$ cat src/rtl/aludec_mc.sv
// ALU control decoder with a fixed-latency multiply/divide sequencer.
// Decode is purely combinational; the MD FSM tracks one in-flight op and raises the HI/LO write strobe.
module aludec_mc #(
  parameter int unsigned CTRL_W      = 4,
  parameter int unsigned MULT_CYCLES = 4,
  parameter int unsigned DIV_CYCLES  = 33,
  parameter int unsigned CNT_W       = 6
) (
  input  logic              clk,
  input  logic              reset_n,
  input  logic              valid_in,
  input  logic              flush,
  input  logic [2:0]        aluop,
  input  logic [5:0]        funct,
  output logic [CTRL_W-1:0] alucontrol,
  output logic              zext,
  output logic              shamt_sel,
  output logic              illegal,
  output logic [1:0]        hilo_rd,
  output logic              md_start,
  output logic [1:0]        md_op,
  output logic              md_busy,
  output logic              hilo_we,
  output logic              stall
);

  typedef enum logic [1:0] {IDLE, BUSY, DONE} state_t;

  localparam logic [CNT_W-1:0] MULT_LAT = CNT_W'(MULT_CYCLES - 1);
  localparam logic [CNT_W-1:0] DIV_LAT  = CNT_W'(DIV_CYCLES - 1);

  state_t           state_q, state_d;
  logic [CNT_W-1:0] cnt_q, cnt_d;
  logic [1:0]       md_op_q, md_op_d;
  logic [3:0]       op;
  logic             rtype, md_instr;

  assign rtype    = (aluop == 3'b010);
  assign md_instr = valid_in && rtype && (funct[5:2] == 4'b0110);

  always_comb begin
    op        = 4'h2;
    shamt_sel = 1'b0;
    illegal   = 1'b0;
    hilo_rd   = 2'b00;
    zext      = (aluop == 3'b011) || (aluop == 3'b100) || (aluop == 3'b101);
    case (aluop)
      3'b000: op = 4'h2;
      3'b001: op = 4'h6;
      3'b011: op = 4'h1;
      3'b100: op = 4'h0;
      3'b101: op = 4'h3;
      3'b110: op = 4'h7;
      3'b111: op = 4'hB;
      default: begin
        case (funct)
          6'b100000, 6'b100001: op = 4'h2;
          6'b100010, 6'b100011: op = 4'h6;
          6'b100100: op = 4'h0;
          6'b100101: op = 4'h1;
          6'b100110: op = 4'h3;
          6'b100111: op = 4'h4;
          6'b101010: op = 4'h7;
          6'b101011: op = 4'h8;
          6'b000000: begin op = 4'h5; shamt_sel = 1'b1; end
          6'b000010: begin op = 4'h9; shamt_sel = 1'b1; end
          6'b000011: begin op = 4'hA; shamt_sel = 1'b1; end
          6'b010000: begin op = 4'h2; hilo_rd = 2'b01; end
          6'b010010: begin op = 4'h2; hilo_rd = 2'b10; end
          6'b011000, 6'b011001, 6'b011010, 6'b011011: op = 4'h2;
          default: begin op = 4'h0; illegal = valid_in; end
        endcase
      end
    endcase
  end

  always_comb begin
    alucontrol      = '0;
    alucontrol[3:0] = op;
  end

  always_comb begin
    state_d  = state_q;
    cnt_d    = cnt_q;
    md_op_d  = md_op_q;
    md_start = 1'b0;
    hilo_we  = 1'b0;
    case (state_q)
      IDLE: begin
        if (md_instr && !flush) begin
          md_start = 1'b1;
          md_op_d  = funct[1:0];
          cnt_d    = funct[1] ? DIV_LAT : MULT_LAT;
          state_d  = BUSY;
        end
      end
      BUSY: begin
        // flush takes priority over the final countdown step
        if (flush)               state_d = IDLE;
        else if (cnt_q == '0)    state_d = DONE;
        else                     cnt_d   = cnt_q - CNT_W'(1);
      end
      DONE: begin
        hilo_we = 1'b1;
        state_d = IDLE;
      end
      default: state_d = IDLE;
    endcase
  end

  always_ff @(posedge clk or negedge reset_n) begin
    if (!reset_n) begin
      state_q <= IDLE;
      cnt_q   <= '0;
      md_op_q <= '0;
    end else begin
      state_q <= state_d;
      cnt_q   <= cnt_d;
      md_op_q <= md_op_d;
    end
  end

  assign md_op   = md_op_q;
  assign md_busy = (state_q != IDLE);
  assign stall   = valid_in && !flush && (state_q != IDLE) && (md_instr || (hilo_rd != 2'b00));

endmodule

$ cat config.mk
export PLATFORM = sky130hd
export DESIGN_NAME = aludec_mc
export DESIGN_NICKNAME = d
export VERILOG_FILES = /design/src/rtl/aludec_mc.sv
export SDC_FILE = /design/constraint.sdc
export NUM_CORES = 1
export LEC_CHECK = 0
export BUFFER_PORTS_ARGS = -buffer_cell sky130_fd_sc_hd__buf_2
export CORE_AREA = 2 2 57 59
export CTS_CLUSTER_DIAMETER = 50
export DETAILED_ROUTE_END_ITERATION = 16
export DIE_AREA = 0 0 59 61
export PLACE_DENSITY_LB_ADDON = 0.12
export SETUP_SLACK_MARGIN = 0.5
export SLEW_MARGIN = 20
export SYNTH_ARGS = -nofsm -noshare
export SYNTH_HDL_FRONTEND = slang
export SYNTH_SLANG_ARGS = --single-unit
$ cat constraint.sdc
create_clock -name clk -period 4.1 [get_ports clk]
set_input_delay 0.41 -clock clk [delete_from_list [all_inputs] [get_ports clk]]
set_output_delay 0.41 -clock clk [all_outputs]
set_load 0.01 [all_outputs]
* After elaboration in Yosys (flattened, before gate mapping) *
Index checks and enable logic that the tools add are counted.

word-level totals
  flip-flop bits (word level) = 10
  output and inout port bits = 15

cells by class
  mux-type cells = 20
  add/sub/neg operators = 1
  reduce and logical (&&, ||, !) cells = 25
  equality and inequality tests = 32

operators by type and width
  kind                   count
  $eq A6 B6 Y1 const B   10
  $pmux W4 S10           1
  $eq A6 B5 Y1 const B   6
  $pmux W4 S7            1
  $mux W6                4
  $reduce_or A19 Y1      1
  $eq A3 B3 Y1 const B   4
  $eq A6 B2 Y1 const B   2
  $logic_not A6 Y1       2
  $pmux W6 S2            1
  $mux W2                4
  $pmux W2 S2            2
  $reduce_or A8 Y1       1
  $mux W1                7
  $reduce_or A7 Y1       1
  $eq A3 B2 Y1 const B   2
  $logic_and A1 B1 Y1    6
  $ne A2 B2 Y1 const B   3
  $reduce_bool A2 Y1     3
  $sub A6 B1 Y6 const B  1
  $eq A4 B3 Y1 const B   1
  $reduce_and A2 Y1      2
  $reduce_and A4 Y1      1
  $eq A3 B1 Y1 const B   1
  other kinds (9)        11

* Longest topological paths before layout *
Gate-level depths: netlist of the first run.

  depth in word-level cells = 6
  gate-level depth with buffers = 6

* Worst setup path before layout of the first run *
No wires, ideal clock.

  kind = input to output
  start point = input funct[0]
  end point = output stall
  arrival = 1.624 ns
  buffers on the path = 1
  path slack = 2.066 ns
  data required time = 3.690 ns
  stages = 4
  path through = clkbuf_1 > nor2b_1 > or4_1 > nor4b_1

between the ends
  word-level cells in the longest chain between the ends = 6
  elaborated cells on any way between the ends = 7
  classes of those cells = eq/ne (2); mux (2); reduce/logical (3)

RTL lines
  item                     RTL line  source
  start, declared          14        input logic [5:0] funct,
  $eq A6 B5 Y1             56        case (funct)
  $pmux W2 S2 (*)          56
  $mux W2 (*)              47        case (aluop)
  $reduce_bool A2 Y1 (*)   125       assign stall = valid_in && !flush && (state_q != IDLE) && (md_instr || (hilo_rd != 2'b00));
  $logic_or A1 B1 Y1 (*)   125
  $logic_and A1 B1 Y1 (*)  125
  end, declared            24        output logic stall

Mark *: on every way between the ends. The rest lies on a longest branch, timed or not.

* Final worst setup path of the first run *
  start point = input funct[4]
  end point = output stall

between the ends
  word-level cells in the longest chain between the ends = 6
  elaborated cells on any way between the ends = 9
  classes of those cells = eq/ne (3); mux (2); reduce/logical (4)

RTL lines
  item                     RTL line
  $eq A6 B5 Y1             56
  $pmux W2 S2              56
  $mux W2                  47
  $reduce_bool A2 Y1       125
  $logic_or A1 B1 Y1 (*)   125
  $logic_and A1 B1 Y1 (*)  125

Marks and branches as above.

==> results of run 1 <==
cell usage after synthesis, types with 3 or more instances:
| library cell | instances |
|---|---|
| a21oi_1 | 5 |
| nand2b_1 | 6 |
| mux2_2 | 3 |
| o21ai_0 | 4 |
| dfrtp_1 | 10 |
| clkbuf_1 | 4 |
| inv_1 | 6 |
| nand3_1 | 7 |
| nand2_1 | 8 |
| nand4_1 | 3 |
| nor2_1 | 10 |
| nor2b_1 | 4 |
report_power, final:
part	switching (µW)	total, µW	internal, µW
combinational	38.0	65.4	27.4
clock	35.3	89.3	54.0
sequential	4.83	109	104
flip-flops by register name, summed over array words and instances, names as in the netlist:
signal / count
cnt_q: 6
md_op: 2
state_q: 2
cell families (layout without fill, tap and decap cells):
kind of cell             Yosys count  count (layout)  share of synthesized area
AO/OA/AOI/OAI                     32              32                      0.233
XOR/XNOR                           1               1                    0.00876
adder cells (fa/ha/maj)            3               3                     0.0350
buffers and inverters             15              38                     0.0951
flip-flops                        10              10                      0.250
multiplexers                       5               5                     0.0551
AND/OR/NAND/NOR                   54              54                      0.323
how the worst max path moves through the flow:
| stage | end | cells past startpoint | slack (ns) |
|---|---|---|---|
| floorplan | stall | 4 | 2.07 |
| detailed placement | stall | 5 | 1.94 |
| global route | stall | 5 | 1.74 |
| CTS | stall | 5 | 1.94 |
| finish | stall | 5 | 1.94 |
| global placement | stall | 5 | 1.92 |
metrics by stage:
| stage | power (µW) | worst slack [ns] | hold slack, ns | util | std cells |
|---|---|---|---|---|---|
| global placement | 175 | 1.92 | 0.291 | 0.374 | 171 |
| floorplan | 157 | 2.07 | 0.114 | - | 120 |
| CTS | 269 | 1.94 | 0.448 | 0.389 | 176 |
| global route | 284 | 1.74 | 0.471 | 0.389 | 176 |
| detailed placement | 176 | 1.94 | 0.291 | 0.374 | 171 |
| finish | 264 | 1.94 | 0.467 | 0.389 | 176 |
routing by layer:
metal  vias to the layer above  wire length (µm)  GRT usage
met5                         -                 0          0
met4                         0                14     0.0390
li1                        489                 -          -
met3                         2               142     0.0448
met2                        36              1080      0.210
met1                       453              1260      0.224
timing repair:
action,CTS,global route
endpoints found under the hold margin,10,0
hold buffers,1,0
gates resized for setup,0,0
endpoints found under the setup margin,0,0
worst max-delay path, cell delays in order:
cell     delay (ns)
buf_2          0.16
inv_1          0.10
or4_1          0.54
nor4b_1        0.34
buf_2          0.20
layout make-up:
cell class / count / share of cell area
clock buffers: 4 / 0.0316
well taps: 33 / 0.0359
inverters: 6 / 0.0196
multi-input cells: 95 / 0.569
flip-flops and latches: 10 / 0.218
repair buffers: 28 / 0.126
==> run_results.csv, run 1 <==
group,metric,value,unit
status,status,"completed",
sta,relSlewSlack,0.621,
die,rows,20,
setup_path,worst-setup-path-type,"in -> out",
synthesis,syn_inst,120,
run,maxCapViolCount,0,
placement,dp_hpwl,1910,µm
setup_path,crit_required,3.69,ns
synthesis,synth-seq-cells,10,
clock_network,htree_levels,1,
min_path,min_to,"cnt_q[0]",
route,via_per_inst,5.57,
setup_path,r2r-start,"cnt_q[0]",
sta,layout_worst_path_cycle_share,0.527,
route,finalWirelength,2500,µm
sta,fin_crit,2.16,ns
global_route,first_global_vias,835,
global_route,grt_max_degree,13,
synthesis,yosysUniqueCellTypes,55,
min_path,min_path_cells,2,
placement,placed_cell_area,0.00110,mm²
clock_network,cts_sinks,10,
clock_network,clk_pin_slew,0.07,ns
sta,finalSetupViolCount,0,
sta,tightest_slew,0.567,ns
min_path,hold_class,"in -> reg",
final_layout,multi_input_area,654,µm²
route,dr.pass1.iters,4,
final_layout,layout_common_cells,"buf_2 (27), nor2_1 (10), dfrtp_1 (10)",
clock_network,cts_inserted_buffers,3,
setup_path,cp-start-kind,"input pin",
final_layout,layout-drive-gt1-share,0.308,
clock_network,clockBufferDepth,2,
setup_path,crit_path_end_kind,"output port",
sta,rsz0062_at_grt,"no",
pwr,leakage,0.000530,µW
die,coreArea,0.00295,mm²
pwr,vdd_drop_max,110,µV
route,final_antenna_net_count,0,
final_layout,n_fill_cell,325,
setup_path,rr_worst_depth,6,
sta,max_freq,463,MHz
route,drt_iter0_markers,33,
synthesis,synth_edf_count,0,
synthesis,synth_area_per_cell,8.33,µm²
pwr,p_per_area,230,mW/mm²
global_route,grtUsageTotal,0.150,
final_layout,diodes,0,
synthesis,synth_area_leaders,"dfrtp_1 (25%), nand2b_1 (3.8%), nor2_1 (3.8%), nand3_1 (3.5%), mux2_2 (3.4%)",
min_path,holdCritStartpoint,"flush",
clock_network,cts_tree,"done",
route,wl_per_cell,14.2,µm
placement,place_congestion,0.898,
die,die_w,59,µm
clock_network,cts_root_buf,"clkbuf_4",
route,vias,980,
synthesis,synth_area,1000,µm²
final_layout,area_growth,15.0,%
setup_path,r2r_end,"cnt_q[3]",
placement,io_buffers,27,
global_route,grt_overflow,0,
synthesis,synth-seq-area-share,0.250,
setup_path,crit_fanout,8,
clock_network,clk_latency,0.27,ns
setup_path,r2r_slack,2.17,ns
sta,skew,0.00261,ns
synthesis,synth_top_area_share,0.250,
global_route,grt_first_pass_wirelength,4070,µm
final_layout,mostFrequentLayoutCell,"buf_2",
global_route,antenna_found_initial,0,
setup_path,crit_start,"funct[4]",
synthesis,yosysWarnings,0,
die,io_pins,28,
synthesis,syn_nets,135,
synthesis,async_flop_share,1.00,
final_layout,final_nets,159,
sta,setup_tns,0,ns
sta,slew_violations,0,
route,drc,0,
synthesis,yosys.area.top_type,"dfrtp_1",
die,initial_core_util,0.339,
synthesis,synth_flop_cell,"dfrtp_1",
sta,hold_viol_final,0,
clock_network,post-cts-setup-buffer-count,0,
die,design.die.area,0.00360,mm²
setup_path,critPathArrivalTime,1.75,ns
die,die_y,61,µm
final_layout,regArea,250,µm²
final_layout,design_area,0.00115,mm²
No activity file was read; power rests on OpenSTA's default activity.
==> run 2: changes to the inputs <==
==> constraint.sdc (replaced) <==
create_clock -name clk -period 2.1 [get_ports clk]
set_input_delay 0.21 -clock clk [delete_from_list [all_inputs] [get_ports clk]]
set_output_delay 0.21 -clock clk [all_outputs]
set_load 0.01 [all_outputs]
==> run_results.csv, run 2 (synthesis gave the netlist of run 1 again) <==
group,metric,value,unit
status,status,"completed",
sta,relSlewSlack,0.748,
sta,setup_tns,0,ns
placement,dp_hpwl,1850,µm
setup_path,r2r-start,"cnt_q[0]",
setup_path,critPathArrivalTime,1.83,ns
setup_path,path_cells,"inv_2 -> ha_1 -> nor2b_4 -> a311o_1 -> or4_1 -> a21oi_1",
setup_path,worst-setup-path-type,"reg -> reg",
sta,finalSetupViolCount,0,
final_layout,layout-drive-gt1-share,0.408,
placement,dp_worst_setup_slack,0.372,ns
pwr,vdd_drop_max,358,µV
clock_network,clk_latency,0.27,ns
die,design.die.area,0.00360,mm²
clock_network,cts_inserted_buffers,3,
placement,place_congestion,0.795,
global_route,antenna_found_initial,0,
placement,placed_cell_area,0.00112,mm²
final_layout,diodes,0,
sta,skew,0.00171,ns
setup_path,crit_required,2.30,ns
setup_path,crit_path_end_kind,"register",
setup_path,worst_path_largest_cell_delay,0.40,ns
final_layout,layout_common_cells,"buf_2 (23), nor2_1 (9), dfrtp_1 (9)",
clock_network,cts_root_buf,"clkbuf_4",
sta,slew_violations,0,
global_route,grt_overflow,0,
final_layout,final_nets,163,
route,dr.pass1.iters,4,
final_layout,largest-register,"cnt_q",
global_route,first_global_vias,872,
setup_path,r2r_slack,0.47,ns
setup_path,rr_worst_depth,6,
setup_path,cp_top_family,"simple AND/OR/NAND/NOR gates",
die,die_y,61,µm
sta,hold_viol_final,0,
die,die_w,59,µm
sta,max_freq,613,MHz
die,initial_core_util,0.339,
sta,rsz0062_at_grt,"yes",
final_layout,regArea,251,µm²
final_layout,fin_cells,180,
die,rows,20,
setup_path,cpMaxStageDelayCell,"or4_1",
run,maxCapViolCount,0,
final_layout,n_fill_cell,318,
clock_network,cts_sinks,10,
setup_path,endpoint,"cnt_q[3]",
setup_path,path_buf_inv,1,
sta,tightest_slew,0.377,ns
final_layout,area_growth,25.8,%
final_layout,largest_register_ffs,6,
global_route,grt_first_pass_wirelength,4050,µm
placement,dp_cells,172,
setup_path,cp-start-kind,"register",
placement,io_buffers,27,
sta,fin_crit,1.63,ns
route,finalWirelength,2460,µm
pwr,leakage,0.000557,µW
global_route,grt_max_degree,13,
setup_path,crit_start,"cnt_q[0]",
final_layout,design_area,0.00126,mm²
die,io_pins,28,
sta,layout_worst_path_cycle_share,0.776,
setup_path,r2r_end,"cnt_q[3]",
clock_network,clk_pin_slew,0.07,ns
sta,worst_slack,0.470,ns
route,final_antenna_net_count,0,
route,via_per_inst,5.37,
route,drc,0,
clock_network,cts_tree,"done",
setup_path,cp.depth,6,
pwr,p_per_area,429,mW/mm²
min_path,hold_class,"in -> reg",
clock_network,htree_levels,1,
clock_network,clockBufferDepth,2,
die,coreArea,0.00295,mm²
route,drt_iter0_markers,27,
final_layout,mostFrequentLayoutCell,"buf_2",
route,vias,966,
route,wl_per_cell,13.6,µm
global_route,grtUsageTotal,0.146,
final_layout,multi_input_area,709,µm²
setup_path,crit_fanout,5,
## run 2: worst min path at each step
stage / start / to / cells past startpoint
after floorplan: reset_n / cnt_q[0] / 0
after global placement: reset_n / md_op[1] / 1
after detailed placement: reset_n / md_op[1] / 1
after CTS: flush / cnt_q[0] / 2
after global routing: flush / cnt_q[0] / 2
final: flush / cnt_q[0] / 2
## run 2: per-layer routing
| metal | up-vias | part of all wire | global-route usage |
|---|---|---|---|
| li1 | 500 | - | - |
| met1 | 448 | 0.51 | 0.220 |
| met2 | 18 | 0.46 | 0.213 |
| met3 | 0 | 0.034 | 0.0469 |
| met4 | 0 | 0 | 0.00974 |
| met5 | - | 0 | 0 |
## run 2: cell type report
class / instances / area share
multi-input cells: 95 / 0.564
inverters: 6 / 0.0179
well taps: 33 / 0.0328
repair buffers: 32 / 0.156
clock buffers: 4 / 0.0289
flip-flops and latches: 10 / 0.200
## run 2: power breakdown
group	leakage, µW	switching (µW)	internal (µW)	total [µW]
Combinational	0.000418	80.8	67.7	148
Sequential	0.000118	9.66	204	213
Clock	0.0000210	72.2	105	178
## run 2: per-stage QoR
stage / utilization / total power, µW / hold WS, ns
2_1_floorplan: - / 310 / -0.0856
3_3_place_gp: 0.380 / 345 / 0.0902
3_5_place_dp: 0.380 / 346 / 0.0955
4_1_cts: 0.417 / 541 / 0.272
5_1_grt: 0.426 / 580 / 0.277
6_report: 0.426 / 539 / 0.279
## run 2: what timing repair did
action	CTS	global route
hold buffers	1	0
hold endpoints to repair	10	0
buffers inserted	3	0
pin swaps	5	2
gates resized for setup	12	7
setup endpoints to repair	6	9
==> run 3: changes to the inputs <==
--- a/config.mk
+++ b/config.mk
@@ -5,6 +5,7 @@
 export SDC_FILE = /design/constraint.sdc
 export NUM_CORES = 1
 export LEC_CHECK = 0
+export ABC_AREA = 1
 export BUFFER_PORTS_ARGS = -buffer_cell sky130_fd_sc_hd__buf_2
 export CORE_AREA = 2 2 57 59
 export CTS_CLUSTER_DIAMETER = 50
==> constraint.sdc (replaced) <==
create_clock -name clk -period 1.6 [get_ports clk]
set_input_delay 0.16 -clock clk [delete_from_list [all_inputs] [get_ports clk]]
set_output_delay 0.16 -clock clk [all_outputs]
set_load 0.01 [all_outputs]
==> run_results.csv, run 3 <==
group,metric,value,unit
status,status,"completed",
setup_path,crit_required,1.44,ns
synthesis,yosysWarnings,0,
setup_path,crit_fanout,3,
sta,tightest_slew,0.254,ns
route,drt_iter0_markers,21,
synthesis,synth_flop_cell,"dfrtp_1",
synthesis,synth_area_leaders,"dfrtp_1 (25%), nand2_1 (20%), nand3_1 (12%), nor2_1 (9.7%), inv_1 (8.6%)",
placement,dp_hpwl,1960,µm
setup_path,worst-setup-path-type,"reg -> out",
placement,io_buffers,27,
clock_network,clk_latency,0.27,ns
final_layout,layout_common_cells,"nand2_1 (37), buf_2 (18), nor2_1 (16)",
die,rows,20,
setup_path,rr_worst_depth,7,
placement,place_congestion,0.869,
route,drc,0,
route,wl_per_cell,11.8,µm
clock_network,cts_sinks,10,
sta,finalSetupViolCount,0,
setup_path,cpMaxStageDelayCell,"dfrtp_1",
global_route,grtUsageTotal,0.174,
pwr,p_sw_frac,0.322,
global_route,grt_first_pass_wirelength,4790,µm
clock_network,clockBufferDepth,2,
synthesis,synth_top_area_share,0.248,
synthesis,synthTopCellsByCount,"nand2_1 (53), nor2_1 (26), nand3_1 (25)",
sta,hold_viol_final,0,
die,die_y,61,µm
clock_network,htree_levels,1,
route,vias,1215,
sta,fin_crit,1.27,ns
pwr,power_frac_comb,0.342,
die,initial_core_util,0.342,
final_layout,largest_register_ffs,6,
sta,layout_worst_path_cycle_share,0.796,
pwr,clkPwrFrac,0.307,
global_route,grt_overflow,0,
die,design.die.area,0.00360,mm²
pwr,switchingPower,242,µW
synthesis,synth_edf_count,0,
synthesis,yosysUniqueCellTypes,21,
die,coreArea,0.00295,mm²
clock_network,cts_inserted_buffers,3,
sta,relSlewSlack,0.830,
setup_path,worst_path_largest_cell_delay,0.41,ns
global_route,antenna_found_initial,0,
setup_path,critPathArrivalTime,1.11,ns
synthesis,syn_inst,170,
sta,rsz0062_at_grt,"yes",
pwr,leakage,0.000945,µW
sta,skew,0.00564,ns
final_layout,largest-register,"cnt_q",
final_layout,mostFrequentLayoutCell,"nand2_1",
die,io_pins,28,
min_path,hold_class,"in -> reg",
pwr,pwr-share-seq,0.351,
sta,setup_tns,0,ns
final_layout,final_nets,228,
setup_path,path_cells,"nor2_4 -> nand4_4 -> inv_2 -> buf_6",
pwr,p_int,509,µW
synthesis,yosys.area.top_type,"dfrtp_1",
clock_network,clk_pin_slew,0.06,ns
sta,fin_hold_ws,0.0864,ns
die,die_w,59,µm
setup_path,cp-start-kind,"register",
global_route,first_global_vias,1105,
synthesis,synth-seq-cells,10,
final_layout,area_growth,66.3,%
route,final_antenna_net_count,0,
run,maxCapViolCount,0,
route,via_per_inst,4.96,
min_path,min_path_cells,2,
pwr,power.total,750,µW
route,finalWirelength,2880,µm
pwr,p_per_area,448,mW/mm²
synthesis,async_flop_share,1.00,
clock_network,cts_root_buf,"clkbuf_4",
route,dr.pass1.iters,4,
final_layout,diodes,0,
synthesis,synth.most_common_cell,"nand2_1",
global_route,grt_max_degree,12,
sta,slew_violations,0,
synthesis,synth_area_per_cell,5.93,µm²
synthesis,synth_area,0.00101,mm²
placement,placed_cell_area,0.00119,mm²
synthesis,syn_nets,185,
final_layout,design_area,0.00168,mm²
pwr,vdd_drop_max,480,µV
sta,max_freq,785,MHz
synthesis,synth-seq-area-share,0.248,
clock_network,cts_tree,"done",
setup_path,crit_path_end_kind,"output port",
final_layout,layout-drive-gt1-share,0.528,
[run 3: layer usage]
layer / part of all wire / global-route usage / up-vias
met5: 0 / 0 / -
li1: - / - / 622
met1: 0.45 / 0.226 / 557
met2: 0.50 / 0.305 / 34
met4: 0.0024 / 0.00974 / 0
met3: 0.045 / 0.0490 / 2
[run 3: timing repair]
action,CTS,global route
setup endpoints to repair,20,21
setup buffers,10,1
pin swaps,31,13
hold endpoints to repair,10,0
hold buffers,1,0
resized for setup,78,22
[run 3: metrics by stage]
stage,cells,worst slack (ns),util
2_1_floorplan,170,0.495,-
3_3_place_gp,229,0.204,0.404
3_5_place_dp,229,0.224,0.404
4_1_cts,244,0.311,0.539
5_1_grt,245,0.268,0.568
6_report,245,0.326,0.568
[run 3: logic make-up after synthesis]
family                     synth area share
and+or+nand+nor                       0.537
buffers and inverters                 0.112
DFF                                   0.248
AOI/OAI and AO/OA                    0.0521
xor gates and xnor gates             0.0261
adders and majority gates            0.0248
[run 3: cell type report]
cell class | count | area, µm²
well taps | 33 | 41.3
fillers | 289 | 1280
clock buffers | 4 | 36.3
inverters | 27 | 119
flip-flops and latches | 10 | 250
repair buffers | 39 | 304
multi-input cells | 132 | 926
[run 3: worst paths after layout]
| path | startpoint | end | slack (ns) |
|---|---|---|---|
| max in group asynchronous | reset_n | state_q[1] | 1.12 |
| max | state_q[1] | md_start | 0.33 |
| min | flush | state_q[1] | 0.09 |
| min reg2reg | md_op[1] | md_op[1] | 0.49 |
| max reg2reg | cnt_q[0] | cnt_q[3] | 0.38 |
| min in group asynchronous | reset_n | md_op[1] | 0.28 |
[run 3: power groups by stage]
stage / Clock [µW] / Combinational (µW) / Sequential [µW]
2_1_floorplan: 0 / 102 / 268
3_3_place_gp: 0 / 160 / 268
3_5_place_dp: 0 / 161 / 268
4_1_cts: 233 / 238 / 263
5_1_grt: 256 / 282 / 264
6_report: 230 / 257 / 264
[run 3: worst max-delay path, delay by kind of cell (launching register included)]
kind	cells	cell delay (ns)
buf+inv	2	0.16
simple gates	2	0.28
flops	1	0.41
